## src/rtl/otter_io_pkg.sv

```systemverilog
// Shared register map for OTTER IOBUS peripherals: word offsets and CTRL field
// positions, so firmware headers and other responders use the same constants.
package otter_io_pkg;

  typedef enum logic [1:0] {
    CTRL_OFS   = 2'd0,
    LOAD_OFS   = 2'd1,
    COUNT_OFS  = 2'd2,
    STATUS_OFS = 2'd3
  } reg_ofs_e;

  localparam int unsigned CTRL_EN_BIT    = 0;
  localparam int unsigned CTRL_AUTO_BIT  = 1;
  localparam int unsigned CTRL_IRQEN_BIT = 2;
  localparam int unsigned PRESC_LSB      = 8;
  localparam int unsigned PRESC_MSB      = 15;

  localparam int unsigned STATUS_EXPIRED_BIT = 0;

endpackage

```

## src/rtl/otter_timer_io_if.sv

```systemverilog
// OTTER IOBUS responder-side bundle: address, write data, write strobe, read data.
interface otter_timer_io_if;
  logic [31:0] IOBUS_ADDR;
  logic [31:0] IOBUS_OUT;
  logic        IOBUS_WR;
  logic [31:0] IOBUS_IN;

  modport master (output IOBUS_ADDR, output IOBUS_OUT, output IOBUS_WR, input IOBUS_IN);
  modport slave  (input IOBUS_ADDR, input IOBUS_OUT, input IOBUS_WR, output IOBUS_IN);
endinterface

```

## src/rtl/timer_prescaler.sv

```systemverilog
// Divides the enabled clock by (presc+1), emitting a one-cycle tick on the
// last count of each period.
module timer_prescaler (
  input  logic       clk,
  input  logic       rst,
  input  logic       en,
  input  logic       clear,
  input  logic [7:0] presc,
  output logic       tick
);

  logic [7:0] pcnt;

  assign tick = en && (pcnt == presc);

  always_ff @(posedge clk or posedge rst) begin
    if (rst) begin
      pcnt <= '0;
    end else if (!en || clear) begin
      pcnt <= '0;
    end else if (pcnt == presc) begin
      pcnt <= '0;
    end else begin
      pcnt <= pcnt + 8'd1;
    end
  end

endmodule

```

## src/rtl/otter_timer_io.sv

```systemverilog
// Memory-mapped down-counting timer on the OTTER IOBUS with sticky expiry
// flag, optional auto-reload and a level interrupt.
module otter_timer_io
  import otter_io_pkg::*;
#(
  parameter logic [31:0] BASE_ADDR = 32'h1100_0040
) (
  input  logic             clk,
  input  logic             RST,
  otter_timer_io_if.slave  bus,
  output logic             INTR
);

  logic        en, auto_reload, irq_en, expired;
  logic [7:0]  presc;
  logic [31:0] load_val, count;

  logic        hit, tick, expire_now;
  logic        ctrl_we, load_we, status_we;
  reg_ofs_e    sel;
  logic        addr_unused;

  assign hit         = (bus.IOBUS_ADDR[31:4] == BASE_ADDR[31:4]);
  assign sel         = reg_ofs_e'(bus.IOBUS_ADDR[3:2]);
  assign addr_unused = ^bus.IOBUS_ADDR[1:0];

  assign ctrl_we   = hit && bus.IOBUS_WR && (sel == CTRL_OFS);
  assign load_we   = hit && bus.IOBUS_WR && (sel == LOAD_OFS);
  assign status_we = hit && bus.IOBUS_WR && (sel == STATUS_OFS);

  timer_prescaler u_prescaler (
    .clk   (clk),
    .rst   (RST),
    .en    (en),
    .clear (ctrl_we),
    .presc (presc),
    .tick  (tick)
  );

  assign expire_now = tick && (count == '0);

  // Assignment order encodes the collision priorities: software writes to
  // CTRL/LOAD override the tick's effect, while expiry overrides a STATUS clear.
  always_ff @(posedge clk or posedge RST) begin
    if (RST) begin
      en          <= 1'b0;
      auto_reload <= 1'b0;
      irq_en      <= 1'b0;
      presc       <= '0;
      load_val    <= '0;
      count       <= '0;
      expired     <= 1'b0;
    end else begin
      if (status_we && bus.IOBUS_OUT[STATUS_EXPIRED_BIT]) begin
        expired <= 1'b0;
      end
      if (tick) begin
        if (count != '0) begin
          count <= count - 32'd1;
        end else begin
          expired <= 1'b1;
          if (auto_reload) begin
            count <= load_val;
          end else begin
            en <= 1'b0;
          end
        end
      end
      if (ctrl_we) begin
        en          <= bus.IOBUS_OUT[CTRL_EN_BIT];
        auto_reload <= bus.IOBUS_OUT[CTRL_AUTO_BIT];
        irq_en      <= bus.IOBUS_OUT[CTRL_IRQEN_BIT];
        presc       <= bus.IOBUS_OUT[PRESC_MSB:PRESC_LSB];
      end
      if (load_we) begin
        load_val <= bus.IOBUS_OUT;
        count    <= bus.IOBUS_OUT;
      end
    end
  end

  always_comb begin
    bus.IOBUS_IN = '0;
    if (hit) begin
      unique case (sel)
        CTRL_OFS:   bus.IOBUS_IN = {16'h0000, presc, 5'b00000, irq_en, auto_reload, en};
        LOAD_OFS:   bus.IOBUS_IN = load_val;
        COUNT_OFS:  bus.IOBUS_IN = count;
        STATUS_OFS: bus.IOBUS_IN = {31'h0, expired};
        default:    bus.IOBUS_IN = '0;
      endcase
    end
  end

  assign INTR = expired && irq_en;

endmodule

```

## src/flat_wrapper.sv

```systemverilog
// flat-port wrapper written by rule: the top's interface ports become plain ports
module otter_timer_io_flat import otter_io_pkg::*;
#(
  parameter logic [31:0] BASE_ADDR = 32'h1100_0040
)
  (clk, RST, INTR, bus_IOBUS_ADDR, bus_IOBUS_OUT, bus_IOBUS_WR, bus_IOBUS_IN);
  otter_timer_io_if bus_i ();
  input  logic clk;
  input  logic RST;
  output logic INTR;
  input wire logic [$bits(bus_i.IOBUS_ADDR)-1:0] bus_IOBUS_ADDR;
  input wire logic [$bits(bus_i.IOBUS_OUT)-1:0] bus_IOBUS_OUT;
  input wire logic [$bits(bus_i.IOBUS_WR)-1:0] bus_IOBUS_WR;
  output wire logic [$bits(bus_i.IOBUS_IN)-1:0] bus_IOBUS_IN;
  assign bus_i.IOBUS_ADDR = bus_IOBUS_ADDR;
  assign bus_i.IOBUS_OUT = bus_IOBUS_OUT;
  assign bus_i.IOBUS_WR = bus_IOBUS_WR;
  assign bus_IOBUS_IN = bus_i.IOBUS_IN;
  otter_timer_io #(.BASE_ADDR(BASE_ADDR)) u_core (.clk(clk), .RST(RST), .bus(bus_i), .INTR(INTR));
endmodule
```

## config.mk

```make
export PLATFORM = sky130hd
export DESIGN_NAME = otter_timer_io_flat
export DESIGN_NICKNAME = d
export VERILOG_FILES = /design/src/rtl/otter_io_pkg.sv /design/src/rtl/otter_timer_io_if.sv /design/src/rtl/timer_prescaler.sv /design/src/rtl/otter_timer_io.sv /design/src/flat_wrapper.sv
export SDC_FILE = /design/constraint.sdc
export NUM_CORES = 1
export LEC_CHECK = 0
export BUFFER_PORTS_ARGS = -buffer_cell sky130_fd_sc_hd__buf_4
export CAP_MARGIN = 25
export CORE_AREA = 2 2 99 101
export CTS_BUF_LIST = sky130_fd_sc_hd__clkbuf_4
export CTS_CLUSTER_DIAMETER = 100
export DETAILED_ROUTE_END_ITERATION = 10
export DIE_AREA = 0 0 101 103
export HOLD_SLACK_MARGIN = 0.12
export PLACE_DENSITY = 0.89
export SYNTH_ARGS = -nofsm -noshare
export SYNTH_HDL_FRONTEND = slang
export SYNTH_SLANG_ARGS = --single-unit
```

## constraint.sdc

```tcl
create_clock -name clk -period 3 [get_ports clk]
set_input_delay 0.6 -clock clk [delete_from_list [all_inputs] [get_ports clk]]
set_output_delay 0.6 -clock clk [all_outputs]
set_load 0.01 [all_outputs]
```

# Word level (Yosys, flattened, before mapping)
# Cells that the tools add are included.
[totals]
input_bits = 67
register_bits = 84
word_cells = 48
[op_classes]
muxes = 15
n_reduce_logical = 16
n_addsub = 2
eq_ne = 7
[op_table]
columns = ["operator", "n"]
rows = [
  ["32-bit 2-to-1 mux", 5],
  ["32-bit one-hot mux with 4 select lines", 1],
  ["32-bit nonzero test", 1],
  ["32-bit by 1-bit subtractor with 32-bit output (second input constant)", 1],
  ["28-bit by 25-bit == test with 1-bit output (second input constant)", 1],
  ["8-bit 2-to-1 mux", 2],
  ["8-bit by 1-bit adder with 8-bit output (second input constant)", 1],
  ["8-bit == test", 1],
  ["1-bit logical AND", 7],
  ["1-bit 2-to-1 mux", 7],
  ["2-bit == test (second input constant)", 2],
  ["2-bit inequality test (second input constant)", 2],
  ["2-bit nonzero test", 2],
  ["3-bit AND reduction", 1],
  ["3-bit nonzero test", 1],
  ["2-bit by 1-bit == test with 1-bit output (second input constant)", 1],
  ["2-bit logical NOT", 1],
  ["2-bit AND reduction", 1],
  ["1-bit logical NOT", 1],
  ["1-bit logical OR", 1],
]

# Logic depth before layout (Yosys ltp)
# Gate-level depths: netlist of run 1.
[logic_depth]
word_depth = 7
mapped_depth = 8
depth_no_buf = 8

# Modules after synthesis
# A second synthesis of run 1 with hierarchy kept.
[unflattened]
cells_unflattened = 640
hier_area_um2 = 5283.8
[modules_own_cells]
columns = ["mod", "n_inst", "cells_per_inst", "area_per_inst_um2"]
rows = [
  ["otter_timer_io", 1, 592, 4758.3],
  ["timer_prescaler", 1, 48, 525.5],
]

# Worst setup path after synthesis of run 1
# No wires, ideal clock.
[synth_timing]
kind = "reg2reg"
startpoint = "register u_core.count[0]"
endpoint = "register u_core.count[26]"
setup_ns = 0.121
n_path_buf = 0
t_arrival_ns = 2.276
stages_incl_launch_ff = 9
slack_ns = 0.603
required_ns = 2.879
cell_sequence = "dfrtp_1 > inv_1 > ha_1 > or4b_2 > nor4_2 > and3_1 > o2bb2ai_1 > a21oi_1 > a22o_1"
[synth_between]
elab_chain_cells = 4
word_cells_on_any_way = 7
classes_between = "add/sub: 1; mux: 3; reduce/logical: 3"
[synth_rtl]
columns = ["element", "line", "source"]
rows = [
  ["start: declaration", "otter_timer_io.sv:16", "logic [31:0] load_val, count;"],
  ["start signal: assignment", "otter_timer_io.sv:59", "count <= count - 32'd1;"],
  ["start signal: assignment", "otter_timer_io.sv:63", "count <= load_val;"],
  ["start signal: assignment", "otter_timer_io.sv:77", "count <= bus.IOBUS_OUT;"],
  ["32-bit by 1-bit subtractor with 32-bit output / 32-bit nonzero test (equally long branches)", "otter_timer_io.sv:59, otter_timer_io.sv:58", ""],
  ["32-bit 2-to-1 mux", "otter_timer_io.sv:58", "if (count != '0) begin"],
  ["32-bit 2-to-1 mux", "otter_timer_io.sv:57", "if (tick) begin"],
  ["32-bit 2-to-1 mux", "otter_timer_io.sv:75", "if (load_we) begin"],
]
# Parallel ways exist; a longest one is shown, timed or not. The select of a mux whose other input is x is not followed.
# A chain may end at the register's enable or synchronous reset.

# Worst setup path after layout of run 1
[layout_timing]
startpoint = "register u_core.presc[7]"
endpoint = "register u_core.count[20]"
[layout_between]
elab_chain_cells = 4
[layout_rtl]
columns = ["element", "line", "source"]
rows = [
  ["start: declaration", "otter_timer_io.sv:15", "logic [7:0] presc;"],
  ["start signal: assignment", "otter_timer_io.sv:73", "presc <= bus.IOBUS_OUT[PRESC_MSB:PRESC_LSB];"],
  ["8-bit == test", "timer_prescaler.sv:14", "assign tick = en && (pcnt == presc);"],
  ["1-bit logical AND", "timer_prescaler.sv:14", ""],
  ["2-bit nonzero test (no line)", "-", ""],
  ["2-bit AND reduction (no line)", "-", ""],
]
# No other way between the ends.

==> impl_metrics.toml, run 1 <==
[timing]
finalSetupViolations = 0
min_period_ps = 2720
rsz0062_at_grt = "false"
clock-skew-final_ps = 17.7
worst_pin_slew_ps = 1000
max_freq_mhz = 368
period_share = 0.906
final_hold_viol_count = 0
relSlewSlack = 0.330
fin_tns_setup_ps = 0
slew_viol_final = 0
worst_slack_ps = 281

[cells_and_area]
nFillCells = 796
diodes = 0
drive_above_1_share = 0.224
syn2layout_area_growth_pct = 20.6
fin_nets = 794
mostFrequentLayoutCells = "nand2_1, buf_4, dfrtp_1"

[setup_path]
crit_type = "reg -> reg"
cp_cell_sequence = "xor2_1 -> nor4_1 -> nand4_1 -> a21o_4 -> nor2_1 -> a311oi_1"
slowest_stage = "nor2_1"
worst_r2r_path_depth = 6
reg2reg_from = "u_core.presc[7]"
startpoint_type = "flip-flop"
arrival_ps = 3010
crit_fanout = 11
cpPeakStageDelay_ps = 770
rrSetupSlack_ps = 280
r2r-end = "u_core.count[20]"
cp-end-kind = "flip-flop"
critical-path-top-delay-family = "simple AND/OR/NAND/NOR gates"
required_ps = 3290
critPathBufInv = 0

[clock_tree]
htreeDepth = 3
cts_resized = 0
cts_tree = "built"
cts_buffers = 9
clk_path_buf_depth = 2
cts-root-buf = "clkbuf_4"
clkSinkCount = 84
post-cts-setup-buffers = 0
clk_pin_slew_ps = 160
clock_latency_ps = 460
cts_hold_buf = 0

[detailed_routing]
via_per_inst = 6.43
detail_route.iter0.violations = 429
vias = 5422
remaining_drc_errors = 0
final_antenna_net_count = 0
first_pass_iters = 7
post_drt_wl_per_cell_um = 18.4
drt_wl_total_um = 15500

[yosys]
ys_types = 59
synth_ff_type = "dfrtp_1"
syn_area_mm2 = 0.00525
ys_warn_count = 0
avgSynthCellArea_um2 = 8.34
synth_nets = 699
synth-edff-count = 0
synth_cells = 629
synthArstFlopShare = 1.00
yosysSeqAreaShare = 0.400
ys_ff_latch = 84

[floorplanning]
core_mm2 = 0.00946
die-width_um = 101
die_y_um = 103
initial_core_util = 0.555
io_pins = 100
dieArea_mm2 = 0.0104
rows = 36

[worst_hold_path]
hold_class = "in -> async"

[placement]
dpl.hpwl_um = 11200
port_buffers = 97
dp_slack_ps = 398
place_congestion = 0.938

[power_and_ir_drop]
ir_worst_vdd_mv = 0.241
power_leakage_nw = 3.09
power_density_mw_per_mm2 = 330

[run]
maxCapViolCount = 0

[global_routing]
overflow = 0
grt_max_degree = 46
antenna_found_initial = 0
grt_use_total = 0.310
grt_pass1_vias = 5303
grt_pass1_wl_um = 25700

[outcome]
status = "finished clean"
-- synthesized netlist by cell type (all sizes together) (9+ instances only) --
master,number,share of area
nand3,18,0.018
nand2,120,0.086
mux2,9,0.019
mux2i,13,0.025
nor2,81,0.058
xor2,18,0.030
and3,13,0.015
nor4,19,0.030
buf,10,0.013
a22oi,24,0.034
a21oi,31,0.030
nor3,11,0.010
o21ai,35,0.033
clkbuf,27,0.019
dfrtp,84,0.40
inv,9,0.0064
-- sequential cells by signal (all words and copies together), names as in the netlist --
register / count
u_core.expired: 1
u_core.presc: 8
u_core.auto_reload: 1
u_core.load_val: 32
u_core.en: 1
u_core.count: 32
u_core.u_prescaler.pcnt: 8
u_core.irq_en: 1
-- worst max-delay path by stage --
stage | to | cells after the start | startpoint | slack (ps)
final | u_core.count[20] | 6 | u_core.presc[7] | 280
after floorplan | u_core.auto_reload | 1 | RST | 230
after CTS | u_core.count[20] | 6 | u_core.presc[7] | 370
after global placement | u_core.count[31] | 5 | u_core.count[20] | 440
after global routing | u_core.count[20] | 6 | u_core.u_prescaler.pcnt[6] | 160
after detailed placement | u_core.count[31] | 5 | u_core.count[20] | 400
-- cell families (layout without fill, tap and decap cells) --
| family | count (synthesis) | count (layout) | share of synthesized area |
|---|---|---|---|
| and+or+nand+nor | 304 | 304 | 0.281 |
| AOI/OAI and AO/OA | 148 | 148 | 0.189 |
| DFF | 84 | 84 | 0.400 |
| buffers and inverters | 46 | 146 | 0.0384 |
| muxes | 23 | 23 | 0.0484 |
| xor gates and xnor gates | 21 | 21 | 0.0350 |
| adders and majority gates | 3 | 3 | 0.00715 |
-- cell type report --
type	instances	area (um^2)	area share
clock inverter	7	108	0.0170
clock buffer	9	67.6	0.0107
timing repair buffer	121	921	0.145
tap	114	143	0.0225
inverter	9	35.0	0.00553
multi-input combinational	499	2950	0.467
sequential	84	2100	0.332
-- layer usage --
| metal | wire length [um] | track usage | vias up |
|---|---|---|---|
| met4 | 405 | 0.130 | 0 |
| met1 | 6310 | 0.411 | 2657 |
| met2 | 7680 | 0.514 | 274 |
| met3 | 1140 | 0.0427 | 39 |
| met5 | 0 | 0 | - |
| li1 | - | - | 2452 |
-- power breakdown --
| group | switching [W] | internal [W] | total (W) |
|---|---|---|---|
| combinational | 0.0000684 | 0.0000702 | 0.000139 |
| clock | 0.000459 | 0.000354 | 0.000813 |
| sequential | 0.00000176 | 0.00113 | 0.00114 |
-- through the flow --
step                std cells  utilization  hold WS [ps]  power [W]  area, um^2
floorplan                 629            -           459    0.00120        5250
global route              843        0.669           283    0.00214        6330
detailed placement        827        0.651           494    0.00130        6150
CTS                       843        0.669           266    0.00208        6330
finish                    843        0.669           230    0.00209        6330
global placement          827        0.651           478    0.00129        6150
Power figures use the tool's default switching activity.
==> inputs of run 2 (changes only) <==
CORE_AREA = 2 2 96 98   (was 2 2 99 101)
DIE_AREA = 0 0 98 100   (was 0 0 101 103)
PLACE_DENSITY = 0.94   (was 0.89)
SYNTH_HIERARCHICAL = 1   (was default)
clock period = 3.14 ns   (was 3 ns; I/O delays follow)
==> impl_metrics.toml, run 2 <==
[detailed_routing]
top_layer = "met4"
post_drt_wl_per_cell_um = 17.5
route.met2.wl_um = 7290
detail_route.iter0.violations = 376
remaining_drc_errors = 0
drt_wl_total_um = 14700
final_antenna_net_count = 0
first_pass_iters = 5
vias = 5261
wl_met3_um = 1500
via_per_inst = 6.26
drt-met1-wl_um = 5730

[yosys]
synth-simple-area-share = 0.299
avgSynthCellArea_um2 = 8.26
yosysTopAreaCellShare = 0.398
post-synth-top-area-cell = "dfrtp_1"
ys_types = 58
ys_warn_count = 6
synth_nets = 710
synth_common_cells = "nand2_1, dfrtp_1, nor2_1, clkbuf_1, nand3_1"
synthArstFlopShare = 1.00
synth-edff-count = 0
synth.most_common_cell = "nand2_1"
synth-compound-area-share = 0.148
synth_top_family_by_area = "simple AND/OR/NAND/NOR gates"
synth_ff_type = "dfrtp_1"
synth-xor-area-share = 0.0561
synth_area_leaders = "dfrtp_1, nand2_1, nor2_1, xor2_1, nand3_1"
synth_cells = 640
syn_area_mm2 = 0.00528
yosysSeqAreaShare = 0.398
muxShareOfSynthArea = 0.0445
synthAdderAreaFrac = 0.00710
ys_ff_latch = 84

[placement]
dpl.hpwl_um = 10300
place_congestion = 0.906
port_buffers = 97

[power_and_ir_drop]
clkPwrFrac = 0.370
power_density_mw_per_mm2 = 308
comb_power_share = 0.070
internal-power_w = 0.00149
p_sw_w = 0.000455
p_total_w = 0.00194
sw_frac_of_total = 0.234
power_leakage_nw = 3.01
ir_worst_vdd_mv = 0.178
share_seq_of_total_power = 0.559

[floorplanning]
rows = 35
core_mm2 = 0.00889
initial_core_util = 0.594
die_y_um = 100
die-width_um = 98
dieArea_mm2 = 0.00980
io_pins = 100

[setup_path]
startpoint_type = "flip-flop"
r2r-end = "u_core/count[9]"
critPathBufInv = 0
crit_fanout = 8
arrival_ps = 3330
required_ps = 3460
rrSetupSlack_ps = 130
cpPeakStageDelay_ps = 600
crit_type = "reg -> reg"
cp_cell_sequence = "or4_4 -> or4_1 -> o41ai_4 -> nor2_1 -> o211ai_1 -> nand3_1"
critical-path-top-delay-family = "simple AND/OR/NAND/NOR gates"
reg2reg_from = "u_core/count[24]"
crit_start = "u_core/count[24]"
cp-end-kind = "flip-flop"
worst_r2r_path_depth = 6
slowest_stage = "o41ai_4"

[clock_tree]
clkSinkCount = 84
cts-root-buf = "clkbuf_4"
clk_pin_slew_ps = 140
cts_resized = 0
clk_path_buf_depth = 2
cts_tree = "built"
htreeDepth = 3
post-cts-setup-buffers = 0
cts_buffers = 9
clock_latency_ps = 440

[timing]
finalSetupViolations = 0
slew_viol_final = 0
fin_tns_setup_ps = 0
relSlewSlack = 0.435
min_period_ps = 3010
rsz0062_at_grt = "false"
period_share = 0.960
clock-skew-final_ps = 30.6
max_freq_mhz = 332
timing.hold.ws_ps = 377
final_hold_viol_count = 0
worst_pin_slew_ps = 846

[global_routing]
grt_pass1_vias = 5146
grt_max_degree = 51
grt_pass1_wl_um = 24200
antenna_found_initial = 0
grt_use_total = 0.303
overflow = 0

[cells_and_area]
drive_above_1_share = 0.222
syn2layout_area_growth_pct = 19.2
nFillCells = 668
mostFrequentLayoutCells = "nand2_1, buf_4, dfrtp_1"
final_common_cell = "nand2_1"
largest_registers = "u_core/count x32, u_core/load_val x32"
diodes = 0
multi_input_area_mm2 = 0.00294
fin_nets = 794
seq_area_mm2 = 0.00210

[worst_hold_path]
hold_end = "u_core/load_val[3]"
hold_class = "in -> reg"
holdCritStartpoint = "bus_IOBUS_OUT[3]"
hold_depth = 3

[run]
maxCapViolCount = 0

[outcome]
status = "finished clean"
-- run 2: logic make-up after synthesis --
family                   Yosys count
AND/OR/NAND/NOR                  332
AO/OA/AOI/OAI                    112
flip-flops                        84
buffers and inverters             55
XOR/XNOR                          33
multiplexers                      21
adder cells (fa/ha/maj)            3
-- run 2: power groups by stage --
stage / registers [W] / clock network [W] / logic [W]
floorplan: 0.00110 / 0 / 0.0000499
global placement: 0.00111 / 0 / 0.000133
detailed placement: 0.00111 / 0 / 0.000136
CTS: 0.00109 / 0.000729 / 0.000137
global route: 0.00109 / 0.000780 / 0.000149
finish: 0.00109 / 0.000718 / 0.000136
-- run 2: worst max path at each step --
stage | to | cells past startpoint | slack [ps]
after global routing | u_core/count[9] | 6 | 70
after detailed placement | u_core/presc[7] | 7 | 180
after CTS | u_core/count[9] | 6 | 200
final | u_core/count[9] | 6 | 130
after floorplan | u_core/auto_reload | 7 | 360
after global placement | u_core/presc[1] | 7 | 270
-- run 2: what timing repair did --
item                                    CTS  global route
hold buffers                              1             0
endpoints found under the hold margin     8             0
endpoints found under the setup margin    0             0
-- run 2: cell type report --
cell class / count / share of cell area
multi-input cells: 501 / 0.468
well taps: 111 / 0.0221
clock inverters: 6 / 0.0137
inverters: 7 / 0.00417
repair buffers: 121 / 0.147
flip-flops and latches: 84 / 0.334
clock buffers: 10 / 0.0119
-- run 2: layer usage --
metal | global-route usage | vias up
li1 | - | 2424
met1 | 0.387 | 2492
met2 | 0.524 | 316
met3 | 0.0627 | 29
met4 | 0.0908 | 0
met5 | 0 | -
-- run 2: worst register-to-register path, cell delays in order (launching register included) --
cell      delay (ps)
dfrtp_1          480
or4_4            580
or4_1            580
o41ai_4          600
nor2_1           340
o211ai_1         200
nand3_1          100
-- run 2: stage by stage --
| stage | instances | cell area (um^2) | utilization | worst slack (ps) |
|---|---|---|---|---|
| after CTS | 840 | 6300 | 0.708 | 201 |
| final | 840 | 6300 | 0.708 | 127 |
| after global placement | 823 | 6120 | 0.689 | 272 |
| after global routing | 840 | 6300 | 0.708 | 70.0 |
| after detailed placement | 823 | 6120 | 0.689 | 179 |
| after floorplan | 640 | 5280 | - | 356 |
==> inputs of run 3 (changes only) <==
CORE_AREA = 2 2 99 101   (was 2 2 96 98)
DIE_AREA = 0 0 101 103   (was 0 0 98 100)
PLACE_DENSITY = 0.89   (was 0.94)
clock period = 3.4 ns   (was 3.14 ns; I/O delays follow)
==> impl_metrics.toml, run 3 (synthesis results as in run 2) <==
[floorplanning]
die_y_um = 103
core_mm2 = 0.00946
io_pins = 100
die-width_um = 101
initial_core_util = 0.559
dieArea_mm2 = 0.0104
rows = 36

[clock_tree]
cts_buffers = 9
cts-root-buf = "clkbuf_4"
cts_tree = "built"
cts_resized = 0
clock_latency_ps = 460
cts_hold_buf = 0
clkSinkCount = 84
htreeDepth = 3
clk_path_buf_depth = 2
post-cts-setup-buffers = 0
clk_pin_slew_ps = 140

[global_routing]
grtUsageMet2 = 0.496
antenna_found_initial = 0
overflow = 0
grt_pass1_wl_um = 24000
grt_pass1_vias = 5060
grt_use_total = 0.293
grt_max_degree = 44
grt_util_met3 = 0.0407
met1_usage = 0.386
gr-max-usage-layer = "met2"

[setup_path]
rrSetupSlack_ps = 480
cp-end-kind = "output pin"
reg2reg_from = "u_core/count[24]"
startpoint_type = "input port"
required_ps = 2720
crit_fanout = 35
crit_type = "in -> out"
r2r-end = "u_core/count[11]"
worst_r2r_path_depth = 7
arrival_ps = 2340

[cells_and_area]
largest_registers = "u_core/count x32, u_core/load_val x32"
drive_above_1_share = 0.223
fin_nets = 793
diodes = 0
nFillCells = 767
final_common_cell = "nand2_1"
mostFrequentLayoutCells = "nand2_1, buf_4, dfrtp_1"
syn2layout_area_growth_pct = 19.4

[detailed_routing]
remaining_drc_errors = 0
vias = 5232
via_per_inst = 6.21
detail_route.iter0.violations = 455
drt_wl_total_um = 14600
final_antenna_net_count = 0
post_drt_wl_per_cell_um = 17.4
first_pass_iters = 5

[timing]
worst_pin_slew_ps = 772
period_share = 0.887
finalSetupViolations = 0
max_freq_mhz = 332
min_period_ps = 3020
rsz0062_at_grt = "false"
clock-skew-final_ps = 19.7
fin_tns_setup_ps = 0
worst_slack_ps = 385
slew_viol_final = 0
final_hold_viol_count = 0
relSlewSlack = 0.484

[worst_hold_path]
hold_class = "in -> async"

[power_and_ir_drop]
power_leakage_nw = 3.01
power_density_mw_per_mm2 = 295
ir_worst_vdd_mv = 0.173
p_total_w = 0.00186

[placement]
port_buffers = 97
place_congestion = 0.929
dp_slack_ps = 395
dpl.hpwl_um = 10300

[run]
maxCapViolCount = 0

[outcome]
status = "finished clean"
==> run 3: cell count changes in the layout (fill, tap and decap cells not counted), sizes merged <==
| cell | before | now |
|---|---|---|
| dlygate4sd3 | 1 | 0 |
| inv | 8 | 7 |
| bufinv | 2 | 3 |
| clkinvlp | 0 | 1 |
| clkbuf | 10 | 9 |
==> run 3: stage by stage <==
step / hold slack, ps / utilization / area [um^2] / std cells
5_1_grt: 150 / 0.667 / 6310 / 842
6_report: 158 / 0.667 / 6310 / 842
4_1_cts: 157 / 0.667 / 6310 / 842
3_3_place_gp: 479 / 0.648 / 6130 / 826
2_1_floorplan: 459 / - / 5280 / 640
3_5_place_dp: 486 / 0.648 / 6130 / 826
==> run 3: worst max-delay path by stage <==
stage	from	endpoint
2_1_floorplan	bus_IOBUS_ADDR[31]	u_core/auto_reload
3_3_place_gp	bus_IOBUS_ADDR[31]	bus_IOBUS_IN[10]
3_5_place_dp	bus_IOBUS_ADDR[31]	bus_IOBUS_IN[27]
4_1_cts	bus_IOBUS_ADDR[31]	bus_IOBUS_IN[27]
5_1_grt	bus_IOBUS_ADDR[31]	bus_IOBUS_IN[9]
6_report	bus_IOBUS_ADDR[31]	bus_IOBUS_IN[10]
==> run 3: layout make-up <==
| type | instances | area [um^2] | share of cell area |
|---|---|---|---|
| Clock inverter | 7 | 115 | 0.0182 |
| Tap cell | 114 | 143 | 0.0226 |
| Sequential cell | 84 | 2100 | 0.333 |
| Timing Repair Buffer | 120 | 913 | 0.145 |
| Clock buffer | 9 | 67.6 | 0.0107 |
| Multi-Input combinational cell | 501 | 2940 | 0.466 |
| Inverter | 7 | 26.3 | 0.00416 |
==> run 3: metal layers <==
| metal | share of wire | up-vias | routed length [um] |
|---|---|---|---|
| met3 | 0.087 | 26 | 1270 |
| met2 | 0.49 | 285 | 7190 |
| met1 | 0.41 | 2505 | 5960 |
| met5 | 0 | - | 0 |
| met4 | 0.014 | 0 | 205 |
| li1 | - | 2416 | - |
==> run 3: worst max-delay path, stage by stage <==
cell and delay (ps):
buf_4 110, nor4b_1 310, nand4_1 210, or2_2 630, nor2_1 240, buf_4 150
==> run 3: power by group <==
part | internal (W) | switching, W
Clock | 0.000369 | 0.000363
Combinational | 0.0000640 | 0.0000604
Sequential | 0.00100 | 0.00000245
